===== config.mk =====
export PLATFORM = sky130hd
export DESIGN_NAME = alu_system_sequencer
export DESIGN_NICKNAME = d
export VERILOG_FILES = /design/src/rtl/alu_sys_ctrl_pkg.sv /design/src/rtl/alu_system_sequencer_seq_decoder.sv /design/src/rtl/alu_system_sequencer.sv
export SDC_FILE = /design/constraint.sdc
export NUM_CORES = 1
export LEC_CHECK = 0
export CAP_MARGIN = 20
export CORE_MARGIN = 2
export CORE_UTILIZATION = 28
export CTS_BUF_LIST = sky130_fd_sc_hd__clkbuf_16
export CTS_CLUSTER_SIZE = 14
export DETAILED_ROUTE_END_ITERATION = 8
export GPL_ROUTABILITY_DRIVEN = 0
export PLACE_DENSITY = 0.92
export SLEW_MARGIN = 15
export SYNTH_ARGS = -nofsm -noshare
export SYNTH_HDL_FRONTEND = slang
export SYNTH_HIERARCHICAL = 1
export SYNTH_SLANG_ARGS = --single-unit

===== constraint.sdc =====
create_clock -name Clock -period 1.71 [get_ports Clock]
set_input_delay 0.342 -clock Clock [delete_from_list [all_inputs] [get_ports Clock]]
set_output_delay 0.342 -clock Clock [all_outputs]
set_load 0.02 [all_outputs]

===== src/rtl/alu_sys_ctrl_pkg.sv =====
// alu_sys_ctrl_pkg: sequencer states, opcodes, datapath control encodings and the control bundle; STEP_WAIT exists only with SEQ_SINGLE_STEP_EN
package alu_sys_ctrl_pkg;
  typedef enum logic [2:0] {
    S_FETCH_L,
    S_FETCH_H,
    S_EXEC,
    S_WB,
    S_HALT
`ifdef SEQ_SINGLE_STEP_EN
    , S_STEP_WAIT
`endif
  } state_t;
`ifdef SEQ_SINGLE_STEP_EN
  localparam state_t S_DONE_NEXT = S_STEP_WAIT;
`else
  localparam state_t S_DONE_NEXT = S_FETCH_L;
`endif
  localparam logic [3:0] OP_NOP = 4'h0;
  localparam logic [3:0] OP_ADD = 4'h1;
  localparam logic [3:0] OP_SUB = 4'h2;
  localparam logic [3:0] OP_AND = 4'h3;
  localparam logic [3:0] OP_OR = 4'h4;
  localparam logic [3:0] OP_LDB = 4'h5;
  localparam logic [3:0] OP_STB = 4'h6;
  localparam logic [3:0] OP_BRZ = 4'h7;
  localparam logic [3:0] OP_HALT = 4'hF;
  localparam logic [2:0] RF_FUN_LOAD = 3'b010;
  localparam logic [1:0] ARF_FUN_INC = 2'b01;
  localparam logic [1:0] ARF_FUN_LOAD = 2'b10;
  localparam logic [1:0] ARF_FUN_CLEAR = 2'b11;
  localparam logic [1:0] DR_FUN_LOAD_LSB = 2'b01;
  localparam logic [4:0] ALU_PASS_A = 5'b10000;
  localparam logic [4:0] ALU_ADD = 5'b10100;
  localparam logic [4:0] ALU_SUB = 5'b10110;
  localparam logic [4:0] ALU_AND = 5'b10111;
  localparam logic [4:0] ALU_OR = 5'b11000;
  localparam logic [2:0] ARF_SEL_PC = 3'b100;
  localparam logic [2:0] ARF_SEL_AR = 3'b010;
  localparam logic [2:0] ARF_SEL_SP = 3'b001;
  localparam logic [1:0] ARF_OUT_PC = 2'b00;
  localparam logic [1:0] ARF_OUT_SP = 2'b01;
  localparam logic [1:0] ARF_OUT_AR = 2'b10;
  localparam logic [1:0] MUXA_DR = 2'b10;
  typedef struct packed {
    logic [3:0] rf_regsel;
    logic [3:0] rf_scrsel;
    logic [2:0] rf_funsel;
    logic [2:0] rf_outasel;
    logic [2:0] rf_outbsel;
    logic alu_wf;
    logic [4:0] alu_funsel;
    logic [2:0] arf_regsel;
    logic [1:0] arf_funsel;
    logic [1:0] arf_outcsel;
    logic [1:0] arf_outdsel;
    logic dr_e;
    logic [1:0] dr_funsel;
    logic mem_wr;
    logic mem_cs;
    logic ir_lh;
    logic ir_write;
    logic [1:0] mux_a;
    logic [1:0] mux_b;
    logic [1:0] mux_c;
    logic mux_d;
    logic halted;
    logic instr_done;
  } ctl_t;
  function automatic logic [4:0] alu_fun(input logic [3:0] op);
    return op == OP_ADD ? ALU_ADD : op == OP_SUB ? ALU_SUB : op == OP_AND ? ALU_AND : ALU_OR;
  endfunction
endpackage


===== src/rtl/alu_system_sequencer_seq_decoder.sv =====
// seq_decoder: combinational (state, IR[15:6], Z) -> control bundle and next state; ports rst, [step], state, ir, z -> ctl, nxt; step only with SEQ_SINGLE_STEP_EN
module seq_decoder
  import alu_sys_ctrl_pkg::*;
(
  input  logic        rst,
`ifdef SEQ_SINGLE_STEP_EN
  input  logic        step,
`endif
  input  state_t      state,
  input  logic [15:6] ir,
  input  logic        z,
  output ctl_t        ctl,
  output state_t      nxt
);
  logic [3:0] op;
  logic [3:0] rd_sel;
  assign op = ir[15:12];
  assign rd_sel = 4'b1000 >> ir[11:10];
  always_comb begin
    ctl = '0;
    ctl.mem_cs = 1'b1;
    nxt = state;
    if (rst) begin
      ctl.arf_regsel = ARF_SEL_PC;
      ctl.arf_funsel = ARF_FUN_CLEAR;
      nxt = S_FETCH_L;
    end else begin
      case (state)
        S_FETCH_L, S_FETCH_H: begin
          ctl.arf_outdsel = ARF_OUT_PC;
          ctl.mem_cs = 1'b0;
          ctl.ir_lh = state == S_FETCH_H;
          ctl.ir_write = 1'b1;
          ctl.arf_regsel = ARF_SEL_PC;
          ctl.arf_funsel = ARF_FUN_INC;
          nxt = state == S_FETCH_L ? S_FETCH_H : S_EXEC;
        end
        S_EXEC: begin
          ctl.instr_done = 1'b1;
          nxt = S_DONE_NEXT;
          case (op)
            OP_ADD, OP_SUB, OP_AND, OP_OR: begin
              ctl.rf_outasel = {1'b0, ir[9:8]};
              ctl.rf_outbsel = {1'b0, ir[7:6]};
              ctl.alu_funsel = alu_fun(op);
              ctl.alu_wf = 1'b1;
              ctl.rf_regsel = rd_sel;
              ctl.rf_funsel = RF_FUN_LOAD;
            end
            OP_LDB: begin
              ctl.arf_outdsel = ARF_OUT_AR;
              ctl.mem_cs = 1'b0;
              ctl.dr_e = 1'b1;
              ctl.dr_funsel = DR_FUN_LOAD_LSB;
              ctl.instr_done = 1'b0;
              nxt = S_WB;
            end
            OP_STB: begin
              ctl.rf_outasel = {1'b0, ir[9:8]};
              ctl.alu_funsel = ALU_PASS_A;
              ctl.arf_outdsel = ARF_OUT_AR;
              ctl.mem_cs = 1'b0;
              ctl.mem_wr = 1'b1;
            end
            OP_BRZ: if (z) begin
              ctl.rf_outasel = {1'b0, ir[9:8]};
              ctl.alu_funsel = ALU_PASS_A;
              ctl.arf_regsel = ARF_SEL_PC;
              ctl.arf_funsel = ARF_FUN_LOAD;
            end
            OP_HALT: nxt = S_HALT;
            default: ;
          endcase
        end
        S_WB: begin
          ctl.mux_a = MUXA_DR;
          ctl.rf_regsel = rd_sel;
          ctl.rf_funsel = RF_FUN_LOAD;
          ctl.instr_done = 1'b1;
          nxt = S_DONE_NEXT;
        end
        S_HALT: ctl.halted = 1'b1;
`ifdef SEQ_SINGLE_STEP_EN
        S_STEP_WAIT: nxt = step ? S_FETCH_L : S_STEP_WAIT;
`endif
        default: nxt = S_FETCH_L;
      endcase
    end
  end
endmodule


===== src/rtl/alu_system_sequencer.sv =====
// alu_system_sequencer: hardwired two-byte-fetch control unit; in Clock, Reset, [Step], IROut, FlagsOut; out all RF/ALU/ARF/DR/Mem/IR/Mux controls, Halted, InstrDone; SEQ_SINGLE_STEP_EN adds Step and STEP_WAIT
module alu_system_sequencer
  import alu_sys_ctrl_pkg::*;
#(
  parameter logic [15:0] PC_RESET = 16'h0000
) (
  input  logic        Clock,
  input  logic        Reset,
`ifdef SEQ_SINGLE_STEP_EN
  input  logic        Step,
`endif
  input  logic [15:0] IROut,
  input  logic [3:0]  FlagsOut,
  output logic [3:0]  RF_RegSel,
  output logic [3:0]  RF_ScrSel,
  output logic [2:0]  RF_FunSel,
  output logic [2:0]  RF_OutASel,
  output logic [2:0]  RF_OutBSel,
  output logic        ALU_WF,
  output logic [4:0]  ALU_FunSel,
  output logic [2:0]  ARF_RegSel,
  output logic [1:0]  ARF_FunSel,
  output logic [1:0]  ARF_OutCSel,
  output logic [1:0]  ARF_OutDSel,
  output logic        DR_E,
  output logic [1:0]  DR_FunSel,
  output logic        Mem_WR,
  output logic        Mem_CS,
  output logic        IR_LH,
  output logic        IR_Write,
  output logic [1:0]  MuxASel,
  output logic [1:0]  MuxBSel,
  output logic [1:0]  MuxCSel,
  output logic        MuxDSel,
  output logic        Halted,
  output logic        InstrDone
);
  state_t state_q, state_d;
  ctl_t ctl;
  logic unused_ok;
  assign unused_ok = ^{IROut[5:0], FlagsOut[2:0]};
  if (PC_RESET != 16'h0000) begin : g_pc_reset_check
    $error("PC_RESET must be 16'h0000: the PC is reset only through the ARF clear");
  end
  seq_decoder u_dec (
    .rst(Reset),
`ifdef SEQ_SINGLE_STEP_EN
    .step(Step),
`endif
    .state(state_q),
    .ir(IROut[15:6]),
    .z(FlagsOut[3]),
    .ctl(ctl),
    .nxt(state_d)
  );
  always_ff @(posedge Clock) state_q <= Reset ? S_FETCH_L : state_d;
  assign {RF_RegSel, RF_ScrSel, RF_FunSel, RF_OutASel, RF_OutBSel, ALU_WF, ALU_FunSel,
          ARF_RegSel, ARF_FunSel, ARF_OutCSel, ARF_OutDSel, DR_E, DR_FunSel, Mem_WR, Mem_CS,
          IR_LH, IR_Write, MuxASel, MuxBSel, MuxCSel, MuxDSel, Halted, InstrDone} = ctl;
endmodule

# == Word-level counts from Yosys, hierarchy flattened ==
# Index checks and enable logic that the tools add are counted.
# word_totals
inputBits,22
mem_bits_ro,0
word_cells,54
regBits,3
ram_bits,0
n_memories,0
out_inout_bits,48
latch_bits,0
# classes
n_reduce_logical,5
n_bitwise,0
n_mul,0
muxes,35
n_eq_ne,12
n_lt_le_gt_ge,0
n_shift,1
addsub,0
div_mod_pow,0
# ops
op,count
$mux 11,2
$mux 5,4
$eq 4x3->1 const B,4
$mux 2,8
$mux 4,4
$mux 15,1
$pmux 5 s3,1
$pmux 3 s2,2
$mux 10,1
$pmux 5 s2,1
$pmux 3 s3,1
$eq 4x2->1 const B,2
$pmux 4 s2,1
$eq 3x2->1 const B,2
$mux 3,2
$reduce_or 5->1,1
$eq 4x1->1 const B,1
$eq 4x4->1 const B,1
$mux 1,4
$pmux 1 s2,2
$pmux 2 s2,1
$reduce_or 2->1,2
$reduce_or 4->1,1
$shr 4x2->4 const A,1
other kinds (3),3

# == Longest topological paths before layout ==
# logic_depth
word_depth,7
mapped_depth,5
ltp_nobuf,4

# == Hierarchy ==
# Netlist, hierarchy kept.
# by_module_without_submodules
mod,area_each_um2,cells_per_inst,instances,seq_area_each_um2
seq_decoder,571.8,88,1,0.0
alu_system_sequencer,78.8,6,1,60.1

# == Least setup slack after synthesis ==
# Ideal clock, no wire load.
# synth_timing
path_type,input port to output port
start,input port IROut[14]
end,output port DR_E
path_slack_ns,-0.084
required_time_ns,1.368
stages,5
path_buffers,2
t_arrival_ns,1.452
path_cell_list,buf_2 -> nor2b_1 -> nand3b_1 -> nor2_1 -> buf_4
# synth_between
elab_chain_cells,4
# synth_rtl
item,line,rtl
from (decl),alu_system_sequencer.sv:12,"input logic [15:0] IROut,"
$eq 4x3->1,alu_system_sequencer_seq_decoder.sv:41,case (op)
$mux 3,alu_system_sequencer_seq_decoder.sv:41,
$mux 4,alu_system_sequencer_seq_decoder.sv:28,case (state)
$mux 11,alu_system_sequencer_seq_decoder.sv:23,if (rst) begin
to (decl),alu_system_sequencer.sv:25,"output logic DR_E,"
# No other way between the ends.

# == Final worst setup path ==
# layout_timing
start,register state_q[0]
end,output port RF_RegSel[3]
# layout_between
elab_chain_cells,3
elab_cells_between_ends,4
classes_between,eq/ne (2); mux (2)
# layout_rtl
item,line,rtl
from (decl),alu_system_sequencer.sv:38,"state_t state_q, state_d;"
from (signal assigned),alu_system_sequencer.sv:56,always_ff @(posedge Clock) state_q <= Reset ? S_FETCH_L : state_d;
$eq 3x2->1,alu_system_sequencer_seq_decoder.sv:28,
$pmux 4 s2 (*),alu_system_sequencer_seq_decoder.sv:28,
$mux 4 (*),alu_system_sequencer_seq_decoder.sv:23,
to (decl),alu_system_sequencer.sv:14,"output logic [3:0] RF_RegSel,"
# Every way passes the cells marked *; elsewhere a longest branch is shown, timed or not.

==> results.md <==
- H-tree levels: 1
- Starting Density: 29.4%
- Final setup fails: 18
- DP HPWL: ~1.6 mm
- Number of remaining DRC errors: 0
- Wirelength per Cell: between 10 and 15 um
- WP data arrival: approximately 1.6 ns
- CTS tree: built
- First-pass GRT wire length: ~3.4 mm
- Hold Vio Cnt, Final: 0
- Synth top area share: between 20% and 30%
- Synth-to-Final Area Change: 107%
- Share of post-route cells with drive strength above 1: between 50% and 60%
- Clk sinks: 3
- Fmax: roughly 0.52 GHz
- Largest regs: state_q (3)
- # hold bufs at CTS: 0
- Crit path depth: 5
- Clock period minus worst slack: roughly 1.9 ns
- Worst r2r src: state_q[2]$_SDFF_PP0_
- DP Worst Slack: -0.916 ns
- Final net count: around 180
- Final WS setup: -0.206 ns
- Largest net degree at the start of global routing: 12
- Critical path endpoint category: primary output
- Final core occ: roughly three fifths
- Synth cell types: 33
- Reg2Reg Depth: 6
- IO Count: 70
- Worst-path clk slew: around 0.03 ns
- Leak: just under 0.7 nW
- Row cnt: 17
- Total GRT Usage: between 10% and 20%
- Final Skew: around 0.0005 ns
- Period utilization: 112%
- Critical Path Source: state_q[0]$_SDFF_PP0_
- Run status: finished with violations
- Slowest CP cell: dfxtp_2
- Violations in the final reports: setup timing
- Max-Cap Viols: 0
- # diodes: 0
- VDD IR max: ~0.49 mV
- Fill cells: a little under 200
- Clk Latency, worst-skew pair: around 0.22 ns
- Power consumption: between 600 and 700 uW
- CTS max path bufs: 2
- Die height: about 52 um
- Die Wd: about 52 um
- CP Cell Sequence: nor4b_4 > buf_4 > nand4_4 > a211oi_4 > buf_6
- DR pass1 iterations: 4
- Max reg flops: 3
- Final setup TNS: -1.99 ns
- Vias: roughly 800
- Multi-input gate area: approximately 640 um^2
- CP max stage delay: 0.33 ns
- Synth Warn #: 6
- WL final: between 2 and 2.5 mm
- Vias in the first global route: 835
- Total die area: about 0.0027 mm^2
- CP Launch Type: flop
- Area leader, netlist: buf_4
- Register area: around 61 um^2
- Via/cell ratio: about 4.5
- CTS Root Buffer Type: clkbuf_16
- Sequential area share after synthesis: 9.23%
- Area contributors post-synth: buf_4, dfxtp_1, nor2b_1
- Crit path kind: reg2out
- R2r setup slk: slightly above 0.4 ns
- Crit-path max FO: 6
- RSZ-0062 raised after global routing: true
- Largest Register: state_q
- Crit path capture: RF_RegSel[3]
- Initial antenna violation count: 0
- CP bufs+invs: 2
- Final Max Slew Viols: 0
- Inserted Clock Buffers: 3
- CORE AREA: approximately 0.0022 mm^2
- ANT nets after route: 0
- Number of synthesized register bits: 3
- Gr ovfl total: 0
- DRT iter0 DRCs: 4
- Synth Cell Area: around 650 um^2
- Delay-heaviest family, CP: simple AND/OR/NAND/NOR gates
- Hold crit path type: in2reg
- Power Density: about 480 mW/mm^2
- IO Port Bufs: 40
- Avg Cell Area, Syn: between 6 and 7 um^2
- R2R Path End: state_q[2]$_SDFF_PP0_
- CP Data Required Time: roughly 1.4 ns
- Cells after synthesis: 94
[routing by layer]
layer / routed length, um / vias up / share of wire, % / track usage, %
met1: 753 / 368 / 34 / 16.4
met5: 0 / - / 0 / 0
met2: 1200 / 42 / 55 / 31.9
li1: - / 393 / - / -
met3: 195 / 6 / 8.9 / 4.57
met4: 43 / 0 / 2.0 / 8.55
[how the worst min path moves through the flow]
stage                                startpoint                     to  slack [ns]  cells after the start
final                                     Reset  state_q[0]$_SDFF_PP0_        0.56                      3
after global routing                      Reset  state_q[2]$_SDFF_PP0_        0.56                      3
after CTS                                 Reset  state_q[0]$_SDFF_PP0_        0.52                      3
after detailed placement  state_q[1]$_SDFF_PP0_  state_q[0]$_SDFF_PP0_        0.72                      3
after global placement    state_q[1]$_SDFF_PP0_  state_q[0]$_SDFF_PP0_        0.70                      3
after floorplan                           Reset  state_q[0]$_SDFF_PP0_        0.41                      1
[synthesized netlist by cell type]
cell type / instances
nand4_4: 1
and3_2: 1
nor3b_1: 2
and3_1: 1
inv_1: 5
nand2_1: 8
a21oi_1: 3
clkbuf_1: 1
a211oi_2: 1
nor4b_1: 1
nor3_1: 5
buf_4: 21
nand4_1: 1
nand2b_1: 3
nand3_1: 1
nand3b_1: 3
buf_2: 3
nor2_1: 8
nor4bb_1: 1
nor4b_4: 1
dfxtp_1: 3
o21bai_1: 2
xor2_1: 2
a41o_1: 1
and2_1: 1
a31oi_1: 1
or3_1: 1
a21boi_0: 2
a31o_2: 1
o211ai_1: 1
o21ai_0: 2
conb_1: 1
nor2b_1: 5
[per-stage QoR]
stage / instance area, um^2 / std cells / hold WS [ns]
after floorplan: 752 / 113 / 0.414
after global placement: 1150 / 174 / 0.700
after detailed placement: 1150 / 174 / 0.717
after CTS: 1300 / 180 / 0.518
after global routing: 1350 / 181 / 0.565
final: 1350 / 181 / 0.556
[cell usage in the layout (no fill, tap or decap), types with 4 or more instances in the layout]
cell             instances
clkdlybuf4s50_1          6
buf_6                   10
nor2b_1                  4
buf_4                   32
conb_1                  20
dlygate4sd2_1            5
nand2_1                  5
inv_1                    5
buf_2                    5
nor2_1                   4
nor2_4                   4
[report_power, final]
| group | switching, mW | internal [mW] | total, mW | leakage, nW |
|---|---|---|---|---|
| Clock | 0.0659 | 0.302 | 0.368 | 0.0423 |
| Sequential | 0.00211 | 0.0730 | 0.0751 | 0.0248 |
| Combinational | 0.122 | 0.0808 | 0.203 | 0.607 |
| Total | 0.190 | 0.455 | 0.645 | 0.674 |
[layout make-up]
type,count,area share [%]
clock buffers,3,5.58
clock inverters,1,0.279
inverters,5,1.39
multi-input cells,80,47.7
flip-flops and latches,3,4.55
well taps,28,2.60
repair buffers,61,37.9
[logic make-up (layout without fill, tap and decap cells)]
kind of cell	count (synthesis)	after routing	synth area share, %
flip-flops	3	3	9.23
other	1	20	0.576
AND/OR/NAND/NOR	44	44	42.1
buffers and inverters	30	70	30.0
XOR/XNOR	2	2	2.69
AO/OA/AOI/OAI	14	14	15.4
[tightest hold or removal path, cell delays in order]
cell	delay, ns
buf_2	0.11
buf_4	0.20
nor2b_1	0.07
[timing repair]
action	in CTS	in global routing
pin swaps	9	8
endpoints found under the setup margin	29	27
resized for setup	157	28
setup buffers	2	1
(Power assumes the default switching activity.)
